### config.mk
export PLATFORM = sky130hd
export DESIGN_NAME = oflow_bbox_dispatcher
export DESIGN_NICKNAME = d
export VERILOG_FILES = /design/src/rtl/oflow_dispatch_pkg.sv /design/src/rtl/oflow_done_collector.sv /design/src/rtl/oflow_bbox_dispatcher.sv
export SDC_FILE = /design/constraint.sdc
export NUM_CORES = 1
export LEC_CHECK = 0
export CORE_AREA = 2 2 235 237
export CTS_CLUSTER_DIAMETER = 30
export DETAILED_ROUTE_END_ITERATION = 12
export DIE_AREA = 0 0 237 239
export HOLD_SLACK_MARGIN = 0.06
export PLACE_DENSITY = 0.67
export RECOVER_POWER = 50
export SLEW_MARGIN = 20
export SYNTH_ARGS = -nofsm -noshare
export SYNTH_HDL_FRONTEND = slang
export SYNTH_SLANG_ARGS = --single-unit
export TNS_END_PERCENT = 1
### constraint.sdc
create_clock -name clk -period 2.24 [get_ports clk]
set_input_delay 0.448 -clock clk [delete_from_list [all_inputs] [get_ports clk]]
set_output_delay 0.448 -clock clk [all_outputs]
set_load 0.1 [all_outputs]
### src/rtl/oflow_dispatch_pkg.sv
// Shared types and default widths for the oflow bbox dispatch front end.
package oflow_dispatch_pkg;

    // Bbox vector width consumed by the PE feature-extraction input.
    localparam int unsigned PE_BBOX_W    = 64;

    localparam int unsigned NUM_PE_DEF   = 8;
    localparam int unsigned BBOX_W_DEF   = PE_BBOX_W;
    localparam int unsigned MAX_BBOX_DEF = 63;

    typedef enum logic [2:0] {
        S_IDLE   = 3'd0,
        S_LOAD   = 3'd1,
        S_LAUNCH = 3'd2,
        S_WAIT   = 3'd3,
        S_DONE   = 3'd4
    } disp_state_t;

endpackage

### src/rtl/oflow_done_collector.sv
// Sticky record of which launched PEs have reported done_fe for the current batch.
module oflow_done_collector
    import oflow_dispatch_pkg::*;
#(
    parameter int unsigned NUM_PE = NUM_PE_DEF
) (
    input  logic              clk,
    input  logic              reset_N,
    input  logic              i_capture,
    input  logic              i_clear,
    input  logic [NUM_PE-1:0] i_loaded_mask,
    input  logic [NUM_PE-1:0] i_done_fe,
    output logic              o_all_done_c
);

    logic [NUM_PE-1:0] r_done_mask;
    logic [NUM_PE-1:0] w_hits;
    logic [NUM_PE-1:0] w_merged;

    // Completions from PEs that were not launched are dropped here.
    assign w_hits       = i_capture ? (i_done_fe & i_loaded_mask) : '0;
    assign w_merged     = r_done_mask | w_hits;
    // Includes this cycle's arrivals so the batch can close on the following edge.
    assign o_all_done_c = i_capture && (w_merged == i_loaded_mask);

    // Accumulate done bits; a clear wins over a same-cycle capture.
    always_ff @(posedge clk) begin
        if (reset_N) begin
            r_done_mask <= '0;
        end else if (i_clear) begin
            r_done_mask <= '0;
        end else begin
            r_done_mask <= w_merged;
        end
    end

endmodule

### src/rtl/oflow_bbox_dispatcher.sv
// Packs a frame's DMA bbox stream into PE-sized batches and launches/awaits each batch.
module oflow_bbox_dispatcher
    import oflow_dispatch_pkg::*;
#(
    parameter  int unsigned NUM_PE   = NUM_PE_DEF,
    parameter  int unsigned BBOX_W   = BBOX_W_DEF,
    parameter  int unsigned MAX_BBOX = MAX_BBOX_DEF,
    localparam int unsigned CNT_W    = $clog2(MAX_BBOX + 1)
) (
    input  logic                           clk,
    input  logic                           reset_N,
    input  logic                           start_frame,
    input  logic [CNT_W-1:0]               num_of_bbox,
    input  logic                           dma_valid,
    input  logic [BBOX_W-1:0]              dma_bbox,
    output logic                           dma_ready,
    output logic [NUM_PE-1:0][BBOX_W-1:0]  bbox_to_pe,
    output logic [NUM_PE-1:0]              start_fe,
    input  logic [NUM_PE-1:0]              done_fe,
    output logic [CNT_W-1:0]               batch_idx,
    output logic                           busy,
    output logic                           done_dispatch
);

    localparam int unsigned SLOT_W = (NUM_PE > 1) ? $clog2(NUM_PE) : 1;

    disp_state_t                  r_state;
    disp_state_t                  w_state_nxt;

    logic [CNT_W-1:0]             r_remaining;
    logic [CNT_W-1:0]             w_remaining_nxt;
    logic [SLOT_W-1:0]            r_slot;
    logic [SLOT_W-1:0]            w_slot_nxt;
    logic [NUM_PE-1:0]            r_loaded_mask;
    logic [NUM_PE-1:0]            w_loaded_nxt;
    logic [CNT_W-1:0]             r_batch_idx;
    logic [CNT_W-1:0]             w_batch_nxt;
    logic [NUM_PE-1:0][BBOX_W-1:0] r_bbox;
    logic [NUM_PE-1:0]            r_start_fe;
    logic [NUM_PE-1:0]            w_start_fe_nxt;
    logic                         r_busy;
    logic                         r_done_dispatch;

    logic                         w_accept;
    logic                         w_capture;
    logic                         w_clear;
    logic                         w_all_done;
    logic [CNT_W:0]               w_num_ext;
    logic [CNT_W-1:0]             w_num_sat;

    // Requested count clamped to the frame maximum.
    assign w_num_ext = {1'b0, num_of_bbox};
    assign w_num_sat = (w_num_ext > (CNT_W+1)'(MAX_BBOX)) ? CNT_W'(MAX_BBOX) : num_of_bbox;

    // Ready is decoded from state so a bbox can be taken every LOAD cycle.
    assign dma_ready = (r_state == S_LOAD);
    assign w_accept  = dma_ready && dma_valid;

    oflow_done_collector #(
        .NUM_PE (NUM_PE)
    ) u_done_collector (
        .clk           (clk),
        .reset_N       (reset_N),
        .i_capture     (w_capture),
        .i_clear       (w_clear),
        .i_loaded_mask (r_loaded_mask),
        .i_done_fe     (done_fe),
        .o_all_done_c  (w_all_done)
    );

    // State register.
    always_ff @(posedge clk) begin
        if (reset_N) begin
            r_state <= S_IDLE;
        end else begin
            r_state <= w_state_nxt;
        end
    end

    // Next-state, counter and mask updates, plus next values of registered outputs.
    always_comb begin
        w_state_nxt     = r_state;
        w_remaining_nxt = r_remaining;
        w_slot_nxt      = r_slot;
        w_loaded_nxt    = r_loaded_mask;
        w_batch_nxt     = r_batch_idx;
        w_capture       = 1'b0;
        w_clear         = 1'b0;

        case (r_state)
            S_IDLE: begin
                if (start_frame) begin
                    w_remaining_nxt = w_num_sat;
                    w_slot_nxt      = '0;
                    w_batch_nxt     = '0;
                    w_loaded_nxt    = '0;
                    w_clear         = 1'b1;
                    w_state_nxt     = (w_num_sat == '0) ? S_DONE : S_LOAD;
                end
            end
            S_LOAD: begin
                if (dma_valid) begin
                    w_loaded_nxt[r_slot] = 1'b1;
                    w_slot_nxt           = r_slot + SLOT_W'(1);
                    if (r_remaining != '0) begin
                        w_remaining_nxt = r_remaining - CNT_W'(1);
                    end
                    if ((r_slot == SLOT_W'(NUM_PE - 1)) || (r_remaining <= CNT_W'(1))) begin
                        w_state_nxt = S_LAUNCH;
                    end
                end
            end
            S_LAUNCH: begin
                w_state_nxt = S_WAIT;
            end
            S_WAIT: begin
                w_capture = 1'b1;
                if (w_all_done) begin
                    w_clear      = 1'b1;
                    w_loaded_nxt = '0;
                    w_slot_nxt   = '0;
                    if (r_remaining != '0) begin
                        w_batch_nxt = r_batch_idx + CNT_W'(1);
                        w_state_nxt = S_LOAD;
                    end else begin
                        w_state_nxt = S_DONE;
                    end
                end
            end
            S_DONE: begin
                w_state_nxt = S_IDLE;
            end
            default: begin
                w_state_nxt = S_IDLE;
            end
        endcase

        w_start_fe_nxt = (w_state_nxt == S_LAUNCH) ? w_loaded_nxt : '0;
    end

    // Datapath registers; bbox slots only change when a bbox is accepted into them.
    always_ff @(posedge clk) begin
        if (reset_N) begin
            r_remaining     <= '0;
            r_slot          <= '0;
            r_loaded_mask   <= '0;
            r_batch_idx     <= '0;
            r_bbox          <= '0;
            r_start_fe      <= '0;
            r_busy          <= 1'b0;
            r_done_dispatch <= 1'b0;
        end else begin
            r_remaining     <= w_remaining_nxt;
            r_slot          <= w_slot_nxt;
            r_loaded_mask   <= w_loaded_nxt;
            r_batch_idx     <= w_batch_nxt;
            r_start_fe      <= w_start_fe_nxt;
            r_busy          <= (w_state_nxt != S_IDLE);
            r_done_dispatch <= (w_state_nxt == S_DONE);
            if (w_accept) begin
                r_bbox[r_slot] <= dma_bbox;
            end
        end
    end

    assign bbox_to_pe    = r_bbox;
    assign start_fe      = r_start_fe;
    assign batch_idx     = r_batch_idx;
    assign busy          = r_busy;
    assign done_dispatch = r_done_dispatch;

endmodule

==> summary.txt, run 1 <==
Status
  • Status: complete, no violations

Clock tree
  • Clk_lat worst skew: ~0.64 ns
  • Cts bufs inserted: 112
  • Root buffer cell: clkbuf_16
  • H-tree levels: 3
  • Post-CTS Setup Inserts: 0
  • Clk sinks: 556
  • CTS tree: yes
  • Clock transition at path regs: 0.05 ns
  • Bufs on Longest Clock Path: 3

Synthesis
  • Syn nets: 2622
  • Dominant cells by area after synthesis: dfxtp_1 56%, nand2_1 20%, a21oi_1 13%, clkbuf_1 2.5%, buf_4 2.3%
  • Yosys top cell area share: 0.557
  • Seq/Total Area, Yosys: 0.557
  • Count of state elements after synthesis: 556
  • EDFF count, synth: 0
  • Mapped Area: 20000 um2
  • Post-synth top area cell: dfxtp_1
  • Syn avg cell area: 7.88 um2
  • Syn Inst Count: 2535
  • Async SR Flop Fraction: 0
  • Dominant synthesized flop cell: dfxtp_1
  • Synth warnings: 0
  • Netlist cell types: 53

Critical path
  • Slowest stage cell, crit path: dfxtp_1
  • Critical-path maximum fanout: 11
  • Critical path capture point type: output pin
  • Critical setup path kind: reg2out
  • WP data required: 1.79 ns
  • CP peak stage delay: 0.32 ns
  • FF-to-FF Start: r_state[2]
  • Crit path max-delay family: buffers and inverters
  • CP Launch Point: r_state[0]
  • Crit start category: register
  • Cell Chain, Critical Path: buf_4 > nand2_2 > inv_4 > buf_6 > buf_12
  • Buf/Inv on CP: 4
  • CP Data Arrival Time: 1.71 ns

Pwr
  • Worst vdd ir: 637 uV
  • Static leakage: about 11 nW
  • Pwr Total: 29.9 mW
  • Pwr Density: ~1100 nW/um2

STA
  • Hold Vio Cnt, Final: 0
  • RSZ-0062 raised after global routing: false
  • Max Clock Skew: ~0.028 ns
  • Max-slew violations: 0
  • Final worst slack: 0.0774 ns
  • Worst Tran Pin Value: between 1 and 1.5 ns
  • Highest clock rate: approximately 460 MHz
  • Slew Limit Headroom: 0.322
  • Min cycle time layout: between 2 and 2.5 ns
  • Fin crit share: 0.965
  • Setup-failing EPs final: 0

Floorplanning
  • Die W: 237 um
  • CORE AREA: 54300 um2
  • Ports: 611
  • Num rows: 86
  • Die area: 56600 um2
  • Height of the die: 239 um
  • Initial Utilization: 0.368

Drt
  • Max Used Layer: met4
  • Metal3 WL: about 6800 um
  • Post-DR wirelength/cell: 19.8 um
  • Post-route DRC: 0
  • Final WL: 77300 um
  • Metal2 WL: between 30000 and 40000 um
  • DRT met1 WL: 30400 um
  • Final ANT Viol Nets: 0
  • Vias per std cell: approximately 5.1
  • Initial DRC count: roughly 1300
  • TritonRoute pass-1 iters: 7
  • Via count: slightly below 20000

Global route
  • Vias in the first global route: a little under 20000
  • Remaining Overflow, GRT: 0
  • Largest net degree at the start of global routing: between 100 and 150
  • Global-route wire length before repair: 115000 um
  • Initial antenna violation count: 1
  • GRT Resource Usage Total: 0.264

Placement
  • I/O Buffers: 610
  • RePlAce Congestion: 0.886
  • Pre-CTS setup slack: -0.297 ns
  • Placed Instances: 3688
  • DP Wirelength: 51500 um

Cells and area
  • Area of the multi-input gates: 7720 um2
  • Fraction of layout cells with a size suffix above 1: 0.262
  • Nets: 3186
  • FILL cells: 5226
  • Most frequent cells in the layout: 1035 x nand2_1, 556 x dfxtp_1, 525 x a21oi_1
  • Commonest non-fill, non-tap cell in the layout: nand2_1
  • Seq. cell area: 11100 um2
  • Layout area overhead: 41.4%
  • Non-Filler Instances: 3899

Flow run
  • Max Cap Violations: 0

Worst hold path
  • Hold/Removal Path Class: reg2reg
  • HP Start: bbox_to_pe[432]
==> layer usage <==
layer	track usage	up-vias
met5	0	-
met4	0.120	0
met3	0.0744	168
met2	0.448	877
met1	0.311	9417
li1	-	9377
==> logic make-up after synthesis <==
group | synth area share
simple gates | 0.221
fa+ha+maj | 0.00313
flops | 0.557
buf+inv | 0.0619
compound gates | 0.157
==> final cells by class <==
class | instances | share of cell area
antenna | 1 | 0.0000885
clock inverter | 72 | 0.0327
inverter | 9 | 0.00128
timing repair buffer | 691 | 0.160
multi-input combinational | 1729 | 0.273
sequential | 556 | 0.394
tap | 704 | 0.0312
clock buffer | 137 | 0.108
==> final timing paths <==
path	cells past startpoint	slack [ns]	to
worst max-delay path	5	0.08	dma_ready
worst min-delay path	2	0.45	bbox_to_pe[432]
worst max register to register	6	0.14	r_slot[2]
worst min register to register	2	0.45	bbox_to_pe[432]
==> report_power, final <==
group          internal [mW]  total [mW]  switching, mW
registers               10.1        10.2          0.101
clock network           11.7        17.3           5.63
logic                  0.607        2.49           1.88
==> synthesized netlist by cell type, drive strengths merged, types with 2 or more instances <==
cell     instances
nor4             4
a21oi          529
a21boi           6
a2111oi          2
nor2            30
o22ai            5
nand2b           8
o21ai           14
nor2b            8
dfxtp          556
a31o             3
nor3             5
or3              6
a31oi            8
nand3           10
buf            107
or4              2
nand2         1041
and3             5
a32oi            3
a211oi           2
inv              9
o31ai            2
clkbuf         134
a221oi           3
o2bb2ai          6
o21a             6
nor3b            4
ha               5
==> registers in the layout (all words and copies together), names as in the netlist <==
register,flops
start_fe,8
r_remaining,6
batch_idx,6
done_dispatch,1
r_state,3
u_done_collector.r_done_mask,8
busy,1
bbox_to_pe,512
r_slot,3
r_loaded_mask,8
==> tightest hold or removal path, delay by kind of cell, from the launching register on <==
| kind | cells | cell delay (ns) |
|---|---|---|
| flops | 1 | 0.30 |
| simple gates | 1 | 0.05 |
| compound gates | 1 | 0.05 |
==> through the flow <==
stage | hold slack [ns] | util | setup TNS (ns) | instance area (um2)
after floorplan | 0.442 | - | 0 | 20000
after detailed placement | 0.447 | 0.471 | -3.68 | 25600
final | 0.450 | 0.520 | 0 | 28300
after global routing | 0.462 | 0.520 | 0 | 28300
after global placement | 0.441 | 0.471 | -4.67 | 25600
after CTS | 0.428 | 0.545 | 0 | 29600
==> what timing repair did <==
action / in CTS / in global routing
endpoints found under the hold margin: 6 / 0
resized for setup: 1 / 3
hold buffers: 1 / 0
endpoints found under the setup margin: 1 / 9
No activity file was read; power rests on OpenSTA's default activity.
==> inputs of run 2 (changes only) <==
--- a/config.mk
+++ b/config.mk
@@ -6,7 +6,6 @@
 export NUM_CORES = 1
 export LEC_CHECK = 0
 export CORE_AREA = 2 2 235 237
-export CTS_CLUSTER_DIAMETER = 30
 export DETAILED_ROUTE_END_ITERATION = 12
 export DIE_AREA = 0 0 237 239
 export HOLD_SLACK_MARGIN = 0.06
==> run 2 against run 1 <==
  * Sequential share of layout area is 3.0 points higher
  * Fmax is 1.4% higher
  * Critical path depth stayed put
  * Die area stayed put
  * Setup slack better by 0.031 ns
  * Critical endpoint unchanged
  * Largest cell class unchanged
  * Highest routed layer unchanged
==> summary.txt, run 2 (synthesized netlist as in run 1, its figures left out) <==
Global route
  • Global-route wire length before repair: between 100000 and 150000 um
  • GRT Resource Usage Total: 0.257
  • Largest net degree at the start of global routing: 132
  • Remaining Overflow, GRT: 0
  • Initial antenna violation count: 1
  • Vias in the first global route: 18418

Drt
  • Post-DR wirelength/cell: 20.0 um
  • Final WL: 75700 um
  • Vias per std cell: 5.09
  • Via count: 19323
  • Initial DRC count: 1368
  • Post-route DRC: 0
  • TritonRoute pass-1 iters: 5
  • Final ANT Viol Nets: 0

Critical path
  • Critical-path maximum fanout: 11
  • Critical path capture point type: output pin
  • CP peak stage delay: 0.33 ns
  • Crit start category: register
  • Critical setup path kind: reg2out
  • Cell Chain, Critical Path: buf_4 > nand2_2 > inv_2 > buf_6 > buf_12
  • Slowest stage cell, crit path: dfxtp_1
  • CP Data Arrival Time: between 1.5 and 2 ns
  • WP data required: 1.79 ns
  • Crit path max-delay family: buffers and inverters
  • Buf/Inv on CP: 4

Pwr
  • Pwr Total: ~23 mW
  • Share of total power in combinational logic: 0.109
  • Int Pwr: 16.7 mW
  • Reg power frac: 0.446
  • Pwr Density: about 870 nW/um2
  • Fraction of power consumed by the clock network: 0.445
  • Worst vdd ir: 606 uV
  • Sw Pwr: ~6.1 mW
  • Static leakage: just over 10 nW
  • Net Sw Frac: 0.266

Cells and area
  • Fin area: approximately 26000 um2
  • Commonest non-fill, non-tap cell in the layout: nand2_1
  • Nets: 3130
  • Most frequent cells in the layout: 1035 x nand2_1, 556 x dfxtp_1, 526 x a21oi_1, 526 x clkbuf_2, 80 x clkdlybuf4s50_1
  • Layout area overhead: 31.5%
  • Number of flip-flops in the largest register: 512
  • Fraction of layout cells with a size suffix above 1: 0.238

Placement
  • RePlAce Congestion: 0.886
  • I/O Buffers: 610
  • DP Area: about 26000 um2
  • DP Wirelength: 51500 um

Clock tree
  • Clk_lat worst skew: 0.61 ns
  • Clock transition at path regs: roughly 0.060 ns
  • Bufs on Longest Clock Path: 3
  • Root buffer cell: clkbuf_16
  • CTS tree: yes
  • Clk sinks: about 560
  • # hold bufs at CTS: 0
  • H-tree levels: 2
  • Cts bufs inserted: between 50 and 60

Floorplanning
  • CORE AREA: 54300 um2
  • Ports: 611
  • Initial Utilization: 0.368
  • Height of the die: roughly 240 um
  • Die area: 56600 um2
  • Die W: roughly 240 um
  • Num rows: 86

Flow run
  • Max Cap Violations: 0

STA
  • Max-slew violations: 0
  • Fin crit share: 0.952
  • Min cycle time layout: 2.13 ns
  • Highest clock rate: 469 MHz
  • RSZ-0062 raised after global routing: false
  • Worst Tran Pin Value: 0.678 ns
  • Slew Limit Headroom: 0.548
  • Hold slack final: just over 0.1 ns
  • Hold Vio Cnt, Final: 0
  • Max Clock Skew: 0.0121 ns
  • Setup TNS: 0 ns
  • Setup-failing EPs final: 0

Status
  • Status: complete, no violations

Worst hold path
  • Hold/Removal Path Class: in2reg
==> run 2: cell type report <==
type	instances	area [um2]
Fill cell	5394	28100
Sequential cell	556	11100
Multi-Input combinational cell	1729	7720
Timing Repair Buffer	690	4500
Clock buffer	83	1730
Tap cell	704	881
Clock inverter	23	288
Inverter	9	33.8
Antenna cell	1	2.50
==> run 2: worst paths after layout <==
check / from / to / slack, ns / cells after the start
worst min-delay path: reset_N / bbox_to_pe[129] / 0.10 / 2
worst min register to register: bbox_to_pe[432] / bbox_to_pe[432] / 0.45 / 2
worst max register to register: r_state[2] / r_slot[1] / 0.16 / 6
worst max-delay path: r_state[0] / dma_ready / 0.11 / 5
==> run 2: through the flow <==
| step | worst slack (ns) | cells | util |
|---|---|---|---|
| after floorplan | 0.144 | 2535 | - |
| final | 0.108 | 3795 | 0.484 |
| after CTS | 0.0104 | 3794 | 0.508 |
| after global placement | -0.334 | 3688 | 0.471 |
| after detailed placement | -0.297 | 3688 | 0.471 |
| after global routing | 0.00594 | 3795 | 0.484 |
==> run 2: worst reg2reg max path, stage by stage (launching register included) <==
cell and delay [ns]:
dfxtp_1 0.32, and3b_2 0.36, a21oi_2 0.10, nor4_4 0.38
nand2_2 0.13, or3_1 0.42, a31o_2 0.26
==> run 2: power by group through the flow <==
stage          Sequential (mW)  Combinational (mW)  Clock, mW
2_1_floorplan             11.2               0.888          0
3_3_place_gp              10.4                2.51          0
3_5_place_dp              10.4                2.54          0
4_1_cts                   10.1                2.54       10.3
5_1_grt                   10.2                2.60       10.7
6_report                  10.1                2.48       10.1
==> run 2: routing by layer <==
layer  track usage  wire [um]  up-vias
met2         0.442      37000      832
met4        0.0886       2300        0
met1         0.310      30100     9141
li1              -          -     9207
met3        0.0672       6380      143
met5             0          0        -
==> run 2: timing repair <==
item,4_1_cts,5_1_grt
gates resized for setup,0,2
endpoints found under the setup margin,0,7
buffers inserted,0,0
